**src/rtl/display_pkg.sv**
```systemverilog
// Shared types and board constants for the display path.
// The debounce state encoding and the clock rate from which the debounce time is derived.
package display_pkg;

    typedef enum logic [1:0] {IDLE_LO, WAIT_HI, IDLE_HI, WAIT_LO} dbnc_state_t;

    localparam int CLK_FREQ_HZ = 27000000;
    localparam int DEBOUNCE_MS = 10;

endpackage

```
**src/rtl/sync_2ff.sv**
```systemverilog
// Single-bit two-flop synchroniser for asynchronous board pins.
// It has a synchronous active-high reset to 0.
module sync_2ff (
    input  logic clk,
    input  logic rst,
    input  logic d,
    output logic q
);

    logic s1_d, s1_q;
    logic s2_d, s2_q;

    always_comb begin
        s1_d = d;
        s2_d = s1_q;
    end

    always_ff @(posedge clk) begin
        if (rst) begin
            s1_q <= 1'b0;
            s2_q <= 1'b0;
        end else begin
            s1_q <= s1_d;
            s2_q <= s2_d;
        end
    end

    assign q = s2_q;

endmodule

```
**src/rtl/btn_debounce_sel.sv**
```systemverilog
// Push-button conditioner: synchronise, debounce, edge pulses and display select.
// Define BTN_TOGGLE_EN to make btn_sel toggle on each press instead of following the level.
module btn_debounce_sel
    import display_pkg::*;
#(
    parameter int DEBOUNCE_CYCLES = CLK_FREQ_HZ / 1000 * DEBOUNCE_MS,
    parameter bit BTN_ACTIVE_LOW  = 1'b0
) (
    input  logic clk,
    input  logic rst,
    input  logic btn_in,
    output logic btn_level,
    output logic btn_rise,
    output logic btn_fall,
    output logic btn_sel
);

    localparam int CNT_W = $clog2(DEBOUNCE_CYCLES + 1);
    localparam logic [CNT_W-1:0] CNT_LAST = CNT_W'(DEBOUNCE_CYCLES - 1);

    logic        pin_p;
    logic        s2;
    dbnc_state_t state_d, state_q;
    logic [CNT_W-1:0] cnt_d, cnt_q;
    logic        level_d, level_q;
    logic        rise_d, rise_q;
    logic        fall_d, fall_q;

    assign pin_p = btn_in ^ BTN_ACTIVE_LOW;

    sync_2ff u_sync (
        .clk (clk),
        .rst (rst),
        .d   (pin_p),
        .q   (s2)
    );

    // A new level must be seen DEBOUNCE_CYCLES+1 times in a row; any bounce returns to idle.
    always_comb begin
        state_d = state_q;
        cnt_d   = cnt_q;
        level_d = level_q;
        rise_d  = 1'b0;
        fall_d  = 1'b0;
        case (state_q)
            IDLE_LO: begin
                if (s2) begin
                    state_d = WAIT_HI;
                    cnt_d   = '0;
                end
            end
            WAIT_HI: begin
                if (!s2) begin
                    state_d = IDLE_LO;
                end else if (cnt_q == CNT_LAST) begin
                    state_d = IDLE_HI;
                    level_d = 1'b1;
                    rise_d  = 1'b1;
                end else begin
                    cnt_d = cnt_q + CNT_W'(1);
                end
            end
            IDLE_HI: begin
                if (!s2) begin
                    state_d = WAIT_LO;
                    cnt_d   = '0;
                end
            end
            WAIT_LO: begin
                if (s2) begin
                    state_d = IDLE_HI;
                end else if (cnt_q == CNT_LAST) begin
                    state_d = IDLE_LO;
                    level_d = 1'b0;
                    fall_d  = 1'b1;
                end else begin
                    cnt_d = cnt_q + CNT_W'(1);
                end
            end
            default: state_d = IDLE_LO;
        endcase
    end

    always_ff @(posedge clk) begin
        if (rst) begin
            state_q <= IDLE_LO;
            cnt_q   <= '0;
            level_q <= 1'b0;
            rise_q  <= 1'b0;
            fall_q  <= 1'b0;
        end else begin
            state_q <= state_d;
            cnt_q   <= cnt_d;
            level_q <= level_d;
            rise_q  <= rise_d;
            fall_q  <= fall_d;
        end
    end

    assign btn_level = level_q;
    assign btn_rise  = rise_q;
    assign btn_fall  = fall_q;

`ifdef BTN_TOGGLE_EN
    logic sel_d, sel_q;

    // Each accepted press flips between the corrected-word and syndrome displays.
    always_comb begin
        sel_d = sel_q;
        if (rise_d) begin
            sel_d = ~sel_q;
        end
    end

    always_ff @(posedge clk) begin
        if (rst) begin
            sel_q <= 1'b0;
        end else begin
            sel_q <= sel_d;
        end
    end

    assign btn_sel = sel_q;
`else
    assign btn_sel = level_q;
`endif

endmodule

```
**config.mk**
```make
export PLATFORM = sky130hd
export DESIGN_NAME = btn_debounce_sel
export DESIGN_NICKNAME = d
export VERILOG_FILES = /design/src/rtl/display_pkg.sv /design/src/rtl/sync_2ff.sv /design/src/rtl/btn_debounce_sel.sv
export SDC_FILE = /design/constraint.sdc
export NUM_CORES = 1
export LEC_CHECK = 0
export ABC_AREA = 1
export BUFFER_PORTS_ARGS = -buffer_cell sky130_fd_sc_hd__buf_4
export CORE_AREA = 4 4 58 60
export DETAILED_ROUTE_END_ITERATION = 10
export DIE_AREA = 0 0 62 64
export PLACE_DENSITY_LB_ADDON = 0.08
export SLEW_MARGIN = 20
export SYNTH_ARGS = -nofsm -noshare
export SYNTH_HDL_FRONTEND = slang
export SYNTH_SLANG_ARGS = --single-unit
```
**constraint.sdc**
```tcl
create_clock -name clk -period 1.8 [get_ports clk]
set_input_delay 0.54 -clock clk [delete_from_list [all_inputs] [get_ports clk]]
set_output_delay 0.54 -clock clk [all_outputs]
set_load 0.01 [all_outputs]
```
==> results of run 1 <==
==> power groups by stage <==
stage / Sequential, mW / Clock (mW) / Combinational, mW
after floorplan: 0.593 / 0 / 0.0281
after global placement: 0.593 / 0 / 0.0385
after detailed placement: 0.593 / 0 / 0.0387
after CTS: 0.581 / 0.411 / 0.0389
after global routing: 0.581 / 0.438 / 0.0435
final: 0.581 / 0.406 / 0.0387
==> through the flow <==
stage	power [mW]	hold WS, ns	setup slack (ns)
after CTS	1.030	0.4108	0.1057
final	1.026	0.4128	0.1476
after global placement	0.6316	0.3948	0.1968
after detailed placement	0.6321	0.3982	0.1380
after floorplan	0.6208	0.3883	0.2202
after global routing	1.063	0.4020	0.0006071
==> how the worst min path moves through the flow <==
stage	startpoint	to	cells past startpoint
3_5_place_dp	u_sync.s1_q	u_sync.q	2
5_1_grt	btn_in	u_sync.s1_q	3
2_1_floorplan	u_sync.s1_q	u_sync.q	2
6_report	btn_in	u_sync.s1_q	3
3_3_place_gp	u_sync.s1_q	u_sync.q	2
4_1_cts	btn_in	u_sync.s1_q	3
==> state kept, by name, indices dropped and copies added (netlist names), named ones only <==
register / count
state_q: 1
btn_fall: 1
btn_level: 1
btn_rise: 1
cnt_q: 19
u_sync.s1_q: 1
u_sync.q: 1
==> worst min-delay path, stage by stage <==
cell	delay [ns]
buf_4	0.07
inv_1	0.03
nor2_1	0.07
==> Yosys cell counts (all sizes together), types with 3 or more instances <==
library cell | n | area, um2
clkbuf | 3 | 11.26
inv | 33 | 123.9
nor2 | 42 | 180.2
nand4 | 7 | 43.79
dfxtp | 26 | 520.5
nand3 | 25 | 130.1
nand2 | 81 | 331.6
buf | 4 | 43.79
nor3 | 7 | 35.03
o21ai | 10 | 50.05
a21oi | 11 | 77.57
xor2 | 3 | 26.28
==> layout make-up <==
cell class,count,area (um2)
Inverter,35,131.4
Timing Repair Buffer,18,135.1
Clock buffer,3,22.52
Fill cell,295,1120
Clock inverter,1,30.03
Sequential cell,26,523.0
Multi-Input combinational cell,192,924.6
Tap cell,33,41.29
==> routing by layer <==
metal	wire length, um	vias up
met5	0	-
met4	117	0
met3	229	11
met2	1618	54
met1	1911	704
li1	-	850
==> repair_timing <==
item                                    CTS  global route
gates resized for setup                   0             3
setup buffers                             0             0
endpoints found under the setup margin    0             8
==> cells by family (layout without fill, tap and decap cells) <==
family                     Yosys count  count (layout)
adders and majority gates            1               1
and+or+nand+nor                    166             166
AOI/OAI and AO/OA                   22              22
buffers and inverters               42              57
xor gates and xnor gates             3               3
DFF                                 26              26
==> impl_metrics.json, run 1 <==
{
  "hold_viol": 0,
  "synthXorXnorAreaFrac_pct": 1.613,
  "async_flop_share_pct": 0,
  "ys.flop_type": "dfxtp_1",
  "ctsHtreeMaxLevel": 1,
  "worstSetupEndpoint": "cnt_q[2]",
  "synth.yosys.seq_area_share_pct": 31.95,
  "dieArea_um2": 3968,
  "diodes": 0,
  "avgViaCountPerCell": 5.256,
  "grt_pass1_wl_mm": 6.596,
  "cts.path.max_buffers": 2,
  "place_inst": 304,
  "min_path_type": "in2reg",
  "cts_made_buffers": 3,
  "use_met2_pct": 31.48,
  "critPathKind": "reg2reg",
  "synth_simple_gate_area_share_pct": 45.93,
  "grt.total_usage_pct": 22.16,
  "dpl_cell_area_um2": 1750,
  "setup.worst_path.start": "cnt_q[1]",
  "synth_edf_count": 0,
  "grt_max_degree": 16,
  "postCtsHoldBufs": 0,
  "cts_sinks": 26,
  "use_met1_pct": 33.25,
  "cp-start-kind": "flip-flop",
  "fin_cells": 308,
  "finalInstanceArea_um2": 1808,
  "max_freq_mhz": 605.2,
  "switching_power_uw": 210.1,
  "crit_family": "simple AND/OR/NAND/NOR gates",
  "worst_pin_slew_ns": 0.3467,
  "report.final.slew_viol_count": 0,
  "busiest_layer": "met1",
  "status": "finished clean",
  "switching_share_pct": 20.48,
  "crit_chain": "ha_1 > nand2_1 > nor2_4 > nand3_2 > nor2_4 > nand2_4 > nand2_4 > nand2_1 > clkinv_1 > nand2_1 > nand2_1",
  "place_congestion": 0.9590,
  "clock_power_share_pct": 39.6,
  "synth_compound_area_share_pct": 8.295,
  "start_util_pct": 55.64,
  "firstDrtPassIters": 4,
  "antenna_found_initial": 0,
  "relSlewSlack_pct": 76.86,
  "netlist_instances": 260,
  "utilization_pct": 61.75,
  "setup_viol_count_final": 0,
  "synthAdderAreaFrac_pct": 0.7680,
  "layout_commonest_cell": "nand2_1",
  "io_pins": 7,
  "regToRegEndpoint": "cnt_q[2]",
  "remaining_drc_errors": 0,
  "clkTransAtPathRegs_ns": 0.15,
  "finalSetupTns_ns": 0,
  "p_comb_share_pct": 3.8,
  "synth_fp_nets": 264,
  "avgSynthCellArea_um2": 6.266,
  "required_ns": 2.08,
  "netlist_area_um2": 1629,
  "cap_violations": 0,
  "clk_latency_ns": 0.33,
  "crit_top_cell": "nand2_1",
  "area_growth_pct": 10.98,
  "rsz0062_at_grt": "no",
  "gr-total-overflow": 0,
  "seq_power_share_pct": 56.6,
  "min_period_ns": 1.652,
  "routed_wl_mm": 3.877,
  "yosys_warnings": 0,
  "synth_cell_types": 27,
  "io_buffers": 6,
  "ant_nets": 0,
  "min_period_over_period_pct": 91.80,
  "crit_slowest_cell": "dfxtp_2",
  "r2r-start": "cnt_q[1]",
  "die_height_um": 64,
  "drt_iter0_markers": 181,
  "synthMuxAreaShare_pct": 0,
  "dieWidth_um": 62,
  "met3_usage_pct": 3.030,
  "grt_pass1_vias": 1470,
  "layout_common_cells": "nand2_1 (76), nor2_1 (38), inv_1 (33), nand3_1 (24), dfxtp_1 (24)",
  "rr_worst_depth": 11,
  "dp.final_hpwl_mm": 3.059,
  "crit_buf_inv": 1,
  "wl_per_cell_um": 12.59,
  "endpoint_kind": "flip-flop",
  "internal-power_uw": 815.7,
  "cp.arrival_ns": 1.93,
  "rows": 20,
  "fin_nets": 280,
  "cts_root_buffer": "clkbuf_4",
  "skew_ns": 0.006260,
  "r2r_slack_ns": 0.15,
  "ir_drop_uv": 449.6,
  "ys_ff_latch": 26,
  "cts_tree": "built",
  "synth_top_family_by_area": "simple AND/OR/NAND/NOR gates",
  "p_leak_nw": 0.7488,
  "core_area_um2": 2928,
  "crit_fanout": 13,
  "cp.depth": 11,
  "dr_total_vias": 1619,
  "slowest_delay_ns": 0.38,
  "p_per_area_nw_per_um2": 567.4,
  "drive_gt1_share_pct": 15.27
}
Power figures use the tool's default switching activity.
==> inputs of run 2 (changes only) <==
Settings changed: ABC_AREA 1 to default, CORE_AREA 4 4 58 60 to 4 4 53 55, CTS_BUF_LIST from default to sky130_fd_sc_hd__clkbuf_4 sky130_fd_sc_hd__clkbuf_8, DIE_AREA 0 0 62 64 to 0 0 57 59.
==> impl_metrics.json, run 2 <==
{
  "status": "finished clean",
  "p_per_area_nw_per_um2": 639.6,
  "die_height_um": 59,
  "yosys_warnings": 0,
  "grt_pass1_vias": 1341,
  "grt_pass1_wl_mm": 6.072,
  "cp.arrival_ns": 1.98,
  "ys_ff_latch": 26,
  "routed_wl_mm": 3.543,
  "drive_gt1_share_pct": 26.82,
  "async_flop_share_pct": 0,
  "switching_share_pct": 21.46,
  "synth_compound_area_share_pct": 20.55,
  "required_ns": 2.08,
  "synthXorXnorAreaFrac_pct": 1.835,
  "rows": 18,
  "ir_drop_uv": 609.5,
  "endpoint_kind": "flip-flop",
  "ant_nets": 0,
  "cts_made_buffers": 3,
  "grt_max_degree": 28,
  "crit_slowest_cell": "dfxtp_2",
  "synthAdderAreaFrac_pct": 0.9174,
  "skew_ns": 0.01355,
  "area_growth_pct": 20.73,
  "clock_power_share_pct": 39.4,
  "synth_top_family_by_area": "simple AND/OR/NAND/NOR gates",
  "worst_pin_slew_ns": 0.4483,
  "synth_edf_count": 0,
  "use_met1_pct": 29.25,
  "dieArea_um2": 3363,
  "yosysTopAreaCell": "dfxtp_1",
  "finalSetupTns_ns": 0,
  "rsz0062_at_grt": "yes",
  "synth_cell_types": 43,
  "netlist_instances": 162,
  "synth_fp_nets": 166,
  "crit_family": "simple AND/OR/NAND/NOR gates",
  "slowest_delay_ns": 0.39,
  "fill_cells": 207,
  "io_buffers": 6,
  "synth_most_common_cell": "dfxtp_1",
  "postCtsHoldBufs": 0,
  "switching_power_uw": 226.0,
  "crit_buf_inv": 0,
  "busiest_layer": "met2",
  "cts_tree": "built",
  "fin_nets": 184,
  "crit_chain": "ha_4 > nand3_4 > nand2b_4 > or3_4 > or3_1 > a31oi_1",
  "remaining_drc_errors": 0,
  "ctsHtreeMaxLevel": 1,
  "io_pins": 7,
  "diodes": 0,
  "dpl_cell_area_um2": 1518,
  "synth.yosys.seq_area_share_pct": 38.17,
  "finalInstanceArea_um2": 1647,
  "dp.final_hpwl_mm": 2.438,
  "layout_commonest_cell": "buf_4",
  "largest_reg_flops": 19,
  "report.final.slew_viol_count": 0,
  "use_met2_pct": 37.52,
  "dieWidth_um": 57,
  "layout_common_cells": "buf_4 (22), dfxtp_1 (20), a21oi_1 (12), o21ai_0 (11), nand2_1 (10)",
  "relSlewSlack_pct": 69.97,
  "hold_viol": 0,
  "met3_usage_pct": 2.397,
  "avgSynthCellArea_um2": 8.419,
  "wl_per_cell_um": 16.95,
  "p_comb_share_pct": 5.1,
  "cts_root_buffer": "clkbuf_4",
  "synthTopCellsByArea": "dfxtp_1 (38%), a21oi_1 (4.4%), o21ai_0 (4.0%)",
  "core_area_um2": 2387,
  "setup_viol_count_final": 0,
  "cp-start-kind": "flip-flop",
  "cap_violations": 0,
  "cts_sinks": 26,
  "largest_register": "cnt_q",
  "dr_total_vias": 1395,
  "clk_latency_ns": 0.34,
  "antenna_found_initial": 0,
  "avgViaCountPerCell": 6.675,
  "min_period_ns": 1.700,
  "min_period_over_period_pct": 94.47,
  "critPathKind": "reg2reg",
  "drt_iter0_markers": 79,
  "cts.path.max_buffers": 2,
  "clkTransAtPathRegs_ns": 0.16,
  "crit_fanout": 4,
  "ys_top_cells_by_count": "dfxtp_1 (26), a21oi_1 (12), o21ai_0 (11)",
  "firstDrtPassIters": 4,
  "place_congestion": 0.8686,
  "seq_power_share_pct": 55.5,
  "grt.total_usage_pct": 22.53,
  "p_leak_nw": 0.5314,
  "synth_top_area_share_pct": 38.17,
  "synth_simple_gate_area_share_pct": 32.75,
  "start_util_pct": 57.13,
  "min_path_type": "in2reg",
  "ys.flop_type": "dfxtp_1",
  "max_freq_mhz": 588.1,
  "synthMuxAreaShare_pct": 2.202,
  "gr-total-overflow": 0,
  "internal-power_uw": 827.1,
  "netlist_area_um2": 1364
}
-- run 2: power groups by stage --
stage | combinational, mW | clock [mW] | sequential, mW
2_1_floorplan | 0.0338 | 0 | 0.598
3_3_place_gp | 0.0514 | 0 | 0.598
3_5_place_dp | 0.0525 | 0 | 0.598
4_1_cts | 0.0525 | 0.419 | 0.586
5_1_grt | 0.0585 | 0.442 | 0.585
6_report | 0.0534 | 0.415 | 0.584
-- run 2: path summary, 6_finish.rpt --
check / to / start / slack (ns) / cells after the start
max: cnt_q[16] / cnt_q[1] / 0.1 / 6
min: u_sync.s1_q / btn_in / 0.40 / 2
max reg2reg: cnt_q[16] / cnt_q[1] / 0.1 / 6
min reg2reg: u_sync.q / u_sync.s1_q / 0.48 / 1
-- run 2: repair_timing --
| item | 4_1_cts | 5_1_grt |
|---|---|---|
| resized for setup | 2 | 18 |
| pin swaps | 0 | 7 |
| gates cloned | 0 | 0 |
| endpoints found under the setup margin | 2 | 16 |
| buffers inserted | 0 | 1 |
-- run 2: kinds of logic (layout without fill, tap and decap cells) --
group | Yosys count | count (layout)
compound gates | 45 | 45
xor+xnor | 2 | 2
fa+ha+maj | 1 | 1
buf+inv | 11 | 28
flops | 26 | 26
mux | 3 | 3
simple gates | 74 | 74
-- run 2: metal layers --
layer,vias to the layer above,wire length [um]
met1,662,1464
met2,66,1746
li1,650,-
met5,-,0
met3,17,248
met4,0,83
-- run 2: stage by stage --
step	hold WS, ns	util [%]	setup WS [ns]	power, mW	std cells
finish	0.3971	68.97	0.09957	1.053	209
global route	0.4184	68.97	-0.01896	1.086	209
CTS	0.4033	65.93	0.001481	1.058	208
detailed placement	0.4662	63.57	0.00002320	0.6506	204
global placement	0.4295	63.57	0.03485	0.6491	204
floorplan	0.4138	-	0.02476	0.6317	162
-- run 2: final cells by class --
type | instances | area, um2 | area share (%)
Sequential cell | 26 | 530.5 | 32.22
Tap cell | 30 | 37.54 | 2.280
Inverter | 2 | 7.507 | 0.4559
Clock buffer | 3 | 22.52 | 1.368
Multi-Input combinational cell | 125 | 853.3 | 51.82
Timing Repair Buffer | 22 | 165.2 | 10.03
Clock inverter | 1 | 30.03 | 1.824
